--- src/rtl/mem_stage.sv ---
// -----------------------------------------------------------------------------
// mem_stage -- memory stage of the pipeline.
//
// Takes one entry per cycle from EXE. Entries without a memory operation are
// registered straight through to retire. Loads and stores run a valid/ready
// request on the data-memory port, and loads then wait for a read response.
// The stage holds EXE with stall_OUT while a memory op is in flight.
//
// Ports
//   CLK, RESET          clock, synchronous active-high reset
//   FREEZE              global hold: ret_entry frozen, no new request issued
//   mispredict,
//   flush_fCOM          flush: squash the in-flight entry and clear ret_entry
//   mem_entry           entry from EXE (held stable by EXE while stall_OUT=1)
//   dmem_ready          memory accepts the current request
//   dmem_rvalid/rdata   read response
//   dmem_req/we/addr/
//   dmem_wdata          request to memory (word aligned address)
//   stall_OUT           hold request to EXE
//   ret_entry           entry to retire: {Dst, wbData, mem_entry[255:0]}
//   do_writeback1_MEM,
//   writeRegister1_MEM,
//   Data1_MEM           bypass taken from the registered ret_entry
// -----------------------------------------------------------------------------
module mem_stage #(
  parameter int MEM_ENTRY_SIZE = 320,
  parameter int RET_ENTRY_SIZE = 320
) (
  input  logic                      CLK,
  input  logic                      RESET,
  input  logic                      FREEZE,
  input  logic                      mispredict,
  input  logic                      flush_fCOM,
  input  logic [MEM_ENTRY_SIZE-1:0] mem_entry,
  input  logic                      dmem_ready,
  input  logic                      dmem_rvalid,
  input  logic [31:0]               dmem_rdata,
  output logic                      dmem_req,
  output logic                      dmem_we,
  output logic [31:0]               dmem_addr,
  output logic [31:0]               dmem_wdata,
  output logic                      stall_OUT,
  output logic [RET_ENTRY_SIZE-1:0] ret_entry,
  output logic                      do_writeback1_MEM,
  output logic [5:0]                writeRegister1_MEM,
  output logic [31:0]               Data1_MEM
);

  typedef enum logic [1:0] {IDLE, REQ, WAIT_RD, DRAIN} state_t;

  state_t                    state_reg, state_next;
  logic [RET_ENTRY_SIZE-1:0] ret_entry_reg, ret_entry_next;
  // Result of a memory op that finished while FREEZE was high.
  logic                      done_valid_reg, done_valid_next;
  logic [RET_ENTRY_SIZE-1:0] done_entry_reg, done_entry_next;

  // Entry field decode
  logic        is_load, is_store, mem_op, mem_to_reg, flush;
  logic [31:0] alu_result, store_data;
  logic [RET_ENTRY_SIZE-1:0] pass_entry, load_entry;

  assign is_load    = mem_entry[139];
  assign is_store   = mem_entry[138];
  assign mem_to_reg = mem_entry[137];
  assign mem_op     = is_load | is_store;
  assign alu_result = mem_entry[223:192];
  assign store_data = mem_entry[287:256];
  assign flush      = mispredict | flush_fCOM;

  assign pass_entry = {mem_entry[319:288], alu_result, mem_entry[255:0]};
  assign load_entry = {mem_entry[319:288], (mem_to_reg ? dmem_rdata : alu_result),
                       mem_entry[255:0]};

  // IDLE issues the request in the same cycle the memory op shows up, so the
  // request can be accepted without spending a cycle in REQ. A squashed entry
  // never issues, and nothing new issues while a frozen result is parked.
  logic issue;
  logic req_active;

  assign issue      = (state_reg == IDLE) && !done_valid_reg && mem_op && !FREEZE && !flush;
  assign req_active = !RESET && ((state_reg == REQ) || issue);

  // ---------------------------------------------------------------------------
  // State register (plus the retire/parking datapath registers)
  // ---------------------------------------------------------------------------
  always_ff @(posedge CLK) begin
    if (RESET) begin
      state_reg      <= IDLE;
      ret_entry_reg  <= '0;
      done_valid_reg <= 1'b0;
      done_entry_reg <= '0;
    end else begin
      state_reg      <= state_next;
      ret_entry_reg  <= ret_entry_next;
      done_valid_reg <= done_valid_next;
      done_entry_reg <= done_entry_next;
    end
  end

  // ---------------------------------------------------------------------------
  // Next-state logic
  // ---------------------------------------------------------------------------
  always_comb begin
    state_next = state_reg;
    case (state_reg)
      IDLE: begin
        if (issue) begin
          if (dmem_ready) state_next = is_load ? WAIT_RD : IDLE;
          else            state_next = REQ;
        end
      end
      REQ: begin
        // The request stays up through a flush; if it is accepted anyway a
        // store is simply committed, while an accepted load still owes a
        // response and must be drained.
        if (dmem_ready) begin
          if (is_load) state_next = flush ? DRAIN : WAIT_RD;
          else         state_next = IDLE;
        end else if (flush) begin
          state_next = IDLE;
        end
      end
      WAIT_RD: begin
        if (dmem_rvalid) state_next = IDLE;
        else if (flush)  state_next = DRAIN;
      end
      DRAIN: begin
        if (dmem_rvalid) state_next = IDLE;
      end
      default: state_next = IDLE;
    endcase
  end

  // ---------------------------------------------------------------------------
  // Output / completion logic
  // ---------------------------------------------------------------------------
  logic                      result_valid;  // entry is finished this cycle
  logic                      mem_result;    // ...because a memory op finished
  logic [RET_ENTRY_SIZE-1:0] result_entry;

  always_comb begin
    result_valid = 1'b0;
    mem_result   = 1'b0;
    result_entry = pass_entry;
    case (state_reg)
      IDLE: begin
        if (done_valid_reg) begin
          result_valid = 1'b1;
          result_entry = done_entry_reg;
        end else if (!mem_op) begin
          result_valid = 1'b1;
        end else if (issue && dmem_ready && !is_load) begin
          result_valid = 1'b1;
          mem_result   = 1'b1;
        end
      end
      REQ: begin
        if (dmem_ready && !is_load) begin
          result_valid = 1'b1;
          mem_result   = 1'b1;
        end
      end
      WAIT_RD: begin
        if (dmem_rvalid) begin
          result_valid = 1'b1;
          mem_result   = 1'b1;
          result_entry = load_entry;
        end
      end
      DRAIN: begin
        // The response being drained belongs to the flushed op; only
        // non-memory entries may pass meanwhile.
        if (!mem_op) result_valid = 1'b1;
      end
      default: result_valid = 1'b0;
    endcase

    dmem_req   = req_active;
    dmem_we    = req_active & is_store;
    dmem_addr  = req_active ? {alu_result[31:2], 2'b00} : 32'd0;
    dmem_wdata = req_active ? store_data : 32'd0;
    // A memory op waiting behind DRAIN must also hold EXE, otherwise it would
    // be lost; the drained op itself no longer stalls anything.
    stall_OUT  = !RESET && !flush && mem_op && !(result_valid && !FREEZE);
  end

  // Retire register and frozen-result parking
  always_comb begin
    ret_entry_next  = ret_entry_reg;
    done_valid_next = done_valid_reg;
    done_entry_next = done_entry_reg;
    if (flush) begin
      ret_entry_next  = '0;
      done_valid_next = 1'b0;
    end else if (FREEZE) begin
      if (mem_result) begin
        done_valid_next = 1'b1;
        done_entry_next = result_entry;
      end
    end else begin
      ret_entry_next  = result_valid ? result_entry : '0;
      done_valid_next = 1'b0;
    end
  end

  assign ret_entry          = ret_entry_reg;
  assign do_writeback1_MEM  = ret_entry_reg[140];
  assign writeRegister1_MEM = ret_entry_reg[179:174];
  assign Data1_MEM          = ret_entry_reg[287:256];

endmodule

--- config.mk ---
export PLATFORM = sky130hd
export DESIGN_NAME = mem_stage
export DESIGN_NICKNAME = d
export VERILOG_FILES = /design/src/rtl/mem_stage.sv
export SDC_FILE = /design/constraint.sdc
export NUM_CORES = 1
export LEC_CHECK = 0
export ABC_AREA = 1
export CAP_MARGIN = 20
export CORE_AREA = 4 4 300 302
export DETAILED_ROUTE_END_ITERATION = 12
export DIE_AREA = 0 0 304 306
export PLACE_DENSITY_LB_ADDON = 0.05
export SLEW_MARGIN = 40
export SYNTH_ARGS = -nofsm -noshare
export SYNTH_HDL_FRONTEND = slang
export SYNTH_SLANG_ARGS = --single-unit
--- constraint.sdc ---
create_clock -name CLK -period 2.1 [get_ports CLK]
set_input_delay 0.42 -clock CLK [delete_from_list [all_inputs] [get_ports CLK]]
set_output_delay 0.42 -clock CLK [all_outputs]
set_load 0.005 [all_outputs]
==> metrics <==
Port Buffers 782; DR vias/cell approximately 4.7; mean post-synth cell area about 6.4 um^2; first-pass GRT wire length about 170 mm; Setup crit end kind output pin; Max Clock Skew between 0.02 and 0.025 ns; share of flip-flops with an asynchronous set or reset 0; Sw Ratio 0.308; critical path startpoint state_reg[0]; cell breakdown of the critical path nor2_4, nand2_2, nor2_4, o21ai_4, buf_12, nor2_1, clkdlybuf4s50_1; failing checks setup timing; Yosys reg bits between 600 and 700; Hold/Removal Path Class in -> reg; routed len/inst 17.6 um; pre-CTS setup slack -0.706 ns; Final min period 2.70 ns; Worst Path Required approximately 1.7 ns; Least-Margin Pin Slew ~0.84 ns; largest family of logic cells by synthesized area simple AND/OR/NAND/NOR gates; worst r2r dst ret_entry[105]; Cells after Synth 4691; Setup Total Neg Slack -27.17 ns; worst-path fanout max 59; vias in the first global route about 29000; PD cells 826 nW/um^2; Final Hold Vio Count 0; max-slew violations 0; clock transition at the registers of the reported paths 0.06 ns; Filler Cell Count around 9000; area share of the leading cell type in the synthesized netlist 0.432; Die Area 93000 um^2; RSZ-0062 raised after global routing yes; Clock Path Buffers 3; via count between 30000 and 40000; CTS Sinks roughly 640; Leakage between 15 and 20 nW; clock group share of total power 0.382; fin util 0.485; die span in y 306 um; multi-input logic area around 14000 um^2; pin count of the biggest net entering global routing about 150; DRC errors left 0; Max IR drop VDD about 550 uV; area delta synth->final 42.8%; DRT Pass-1 Iters 5; mux contribution to synthesized area 0; Total Wirelength 117 mm; area share of fa/ha/maj cells after synthesis 0; CTS buffer count 76; largest cells by area after synthesis dfxtp_1 (43%), nand2_1 (18%), nor2_1 (9.1%); number of cells on the worst reg-to-reg path 12; final hold slack about 0.41 ns; Sequential Power Share 0.371; RR Startpoint state_reg[0]; Net Sw Power roughly 11 mW; warnings from Yosys 0; Initial Utilization 0.340; Final Worst Setup Slack -0.596 ns; CP startpoint kind flip-flop; CTS root buf clkbuf_16; Final Cycle Share 1.28; outcome complete, but fails checks; CORE AREA 87700 um^2; First DRT Iteration DRCs ~1800; Internal around 24 mW; count of different cell masters after synthesis 18; Synth Area in Compound Gates 0.112; combinational power share 0.247; xor/xnor share of the synthesized area 0; register area share after synthesis 0.432; H-tree lvl count 3; Clock Latency Late Sink 0.62 ns; fmax ~370 MHz; r2r setup slk ~0.10 ns; fin nets approximately 5700; Synth Area in Simple Gates 0.342; CTS tree done; initial antenna violation count 13; synthesized cell area 29800 um^2; slowest stage cell, crit path clkdlybuf4s50_1; ys flop type dfxtp_1; detailed placement HPWL 80.7 mm; crit-path most repeated cell nor2_4; layout cells sized above 1 0.0757; Max-cap violations 0; Slew headroom 0.438; slowest stage delay, CP between 0.5 and 0.6 ns; Post-synth EDFFs 0; Crit Path Class reg -> out; All-Layer GR Usage 0.234; Final setup viols 65; Post-CTS Hold Buffers 0; Arrival @ worst endpoint between 2 and 2.5 ns; Die Width around 300 um; most frequent cells after synthesis nand2_1 (1391), nor2_1 (720), dfxtp_1 (643); Worst Setup EP dmem_wdata[14]; floorplan row count ~110; register area between 10000 and 15000 um^2; Final ANT Viol Nets 0; area leader, netlist dfxtp_1; GP Congestion 0.838; Overflow after GRT 0; most common cell in the netlist nand2_1; I/O pin count about 790
==> stage by stage <==
stage	cell area (um^2)	total power, mW	instances
detailed placement	39700	21.6	6460
CTS	42200	35.2	6594
global route	42600	36.9	6619
finish	42600	35.2	6623
global placement	39700	21.6	6460
floorplan	29800	17.7	4692
==> final cells by class <==
class	count	area share
inverter	429	0.0381
clock inverter	20	0.00564
sequential	643	0.303
antenna	12	0.000705
timing repair buffer	1007	0.243
tap	1165	0.0342
clock buffer	114	0.0537
multi-input combinational	3233	0.322
==> worst max-delay path: cells and delay by family (launching register included) <==
| kind | cells | cell delay (ns) |
|---|---|---|
| buffers and inverters | 2 | 0.69 |
| and+or+nand+nor | 4 | 0.47 |
| DFF | 1 | 0.36 |
| AOI/OAI and AO/OA | 1 | 0.07 |
==> layout by cell type, fill, tap and decap left out, drive strengths merged, types with 4 or more instances in the layout <==
cell,instances
nand2,1393
clkdlybuf4s50,747
nor2,722
dfxtp,643
nand3,448
inv,432
a21oi,348
o21ai,319
buf,225
clkbuf,136
clkinv,13
diode,12
dlymetal6s2s,11
bufinv,4
==> worst min path at each step <==
| stage | startpoint | slack (ns) | depth (start not counted) | to |
|---|---|---|---|---|
| after floorplan | done_entry_reg[286] | 0.45 | 2 | done_entry_reg[286] |
| after global placement | ret_entry[299] | 0.45 | 2 | ret_entry[299] |
| after detailed placement | ret_entry[203] | 0.45 | 2 | ret_entry[203] |
| after CTS | FREEZE | 0.37 | 7 | done_valid_reg |
| after global routing | FREEZE | 0.44 | 7 | done_valid_reg |
| final | FREEZE | 0.41 | 7 | done_valid_reg |
==> logic make-up after synthesis <==
group,after synthesis
buffers and inverters,817
and+or+nand+nor,2562
other,1
DFF,643
AOI/OAI and AO/OA,668
==> per-layer routing <==
| metal | vias to the layer above | GRT usage | wire length (um) |
|---|---|---|---|
| li1 | 16000 | - | - |
| met1 | 14300 | 0.285 | 48900 |
| met2 | 843 | 0.413 | 57800 |
| met3 | 144 | 0.0454 | 6900 |
| met4 | 4 | 0.0804 | 3230 |
| met5 | - | 0 | 27 |
==> power groups by stage <==
stage               clock network [mW]  registers (mW)  logic, mW
floorplan                            0            13.3       4.41
global placement                     0            13.3       8.31
detailed placement                   0            13.3       8.32
CTS                               13.8            13.1       8.35
global route                      14.3            13.1       9.50
finish                            13.4            13.1       8.69
==> what timing repair did <==
item	CTS	global route
resized for setup	13	104
gates cloned	0	6
setup buffers	0	12
pin swaps	1	7
setup endpoints to repair	289	317
Power figures use the tool's default switching activity.
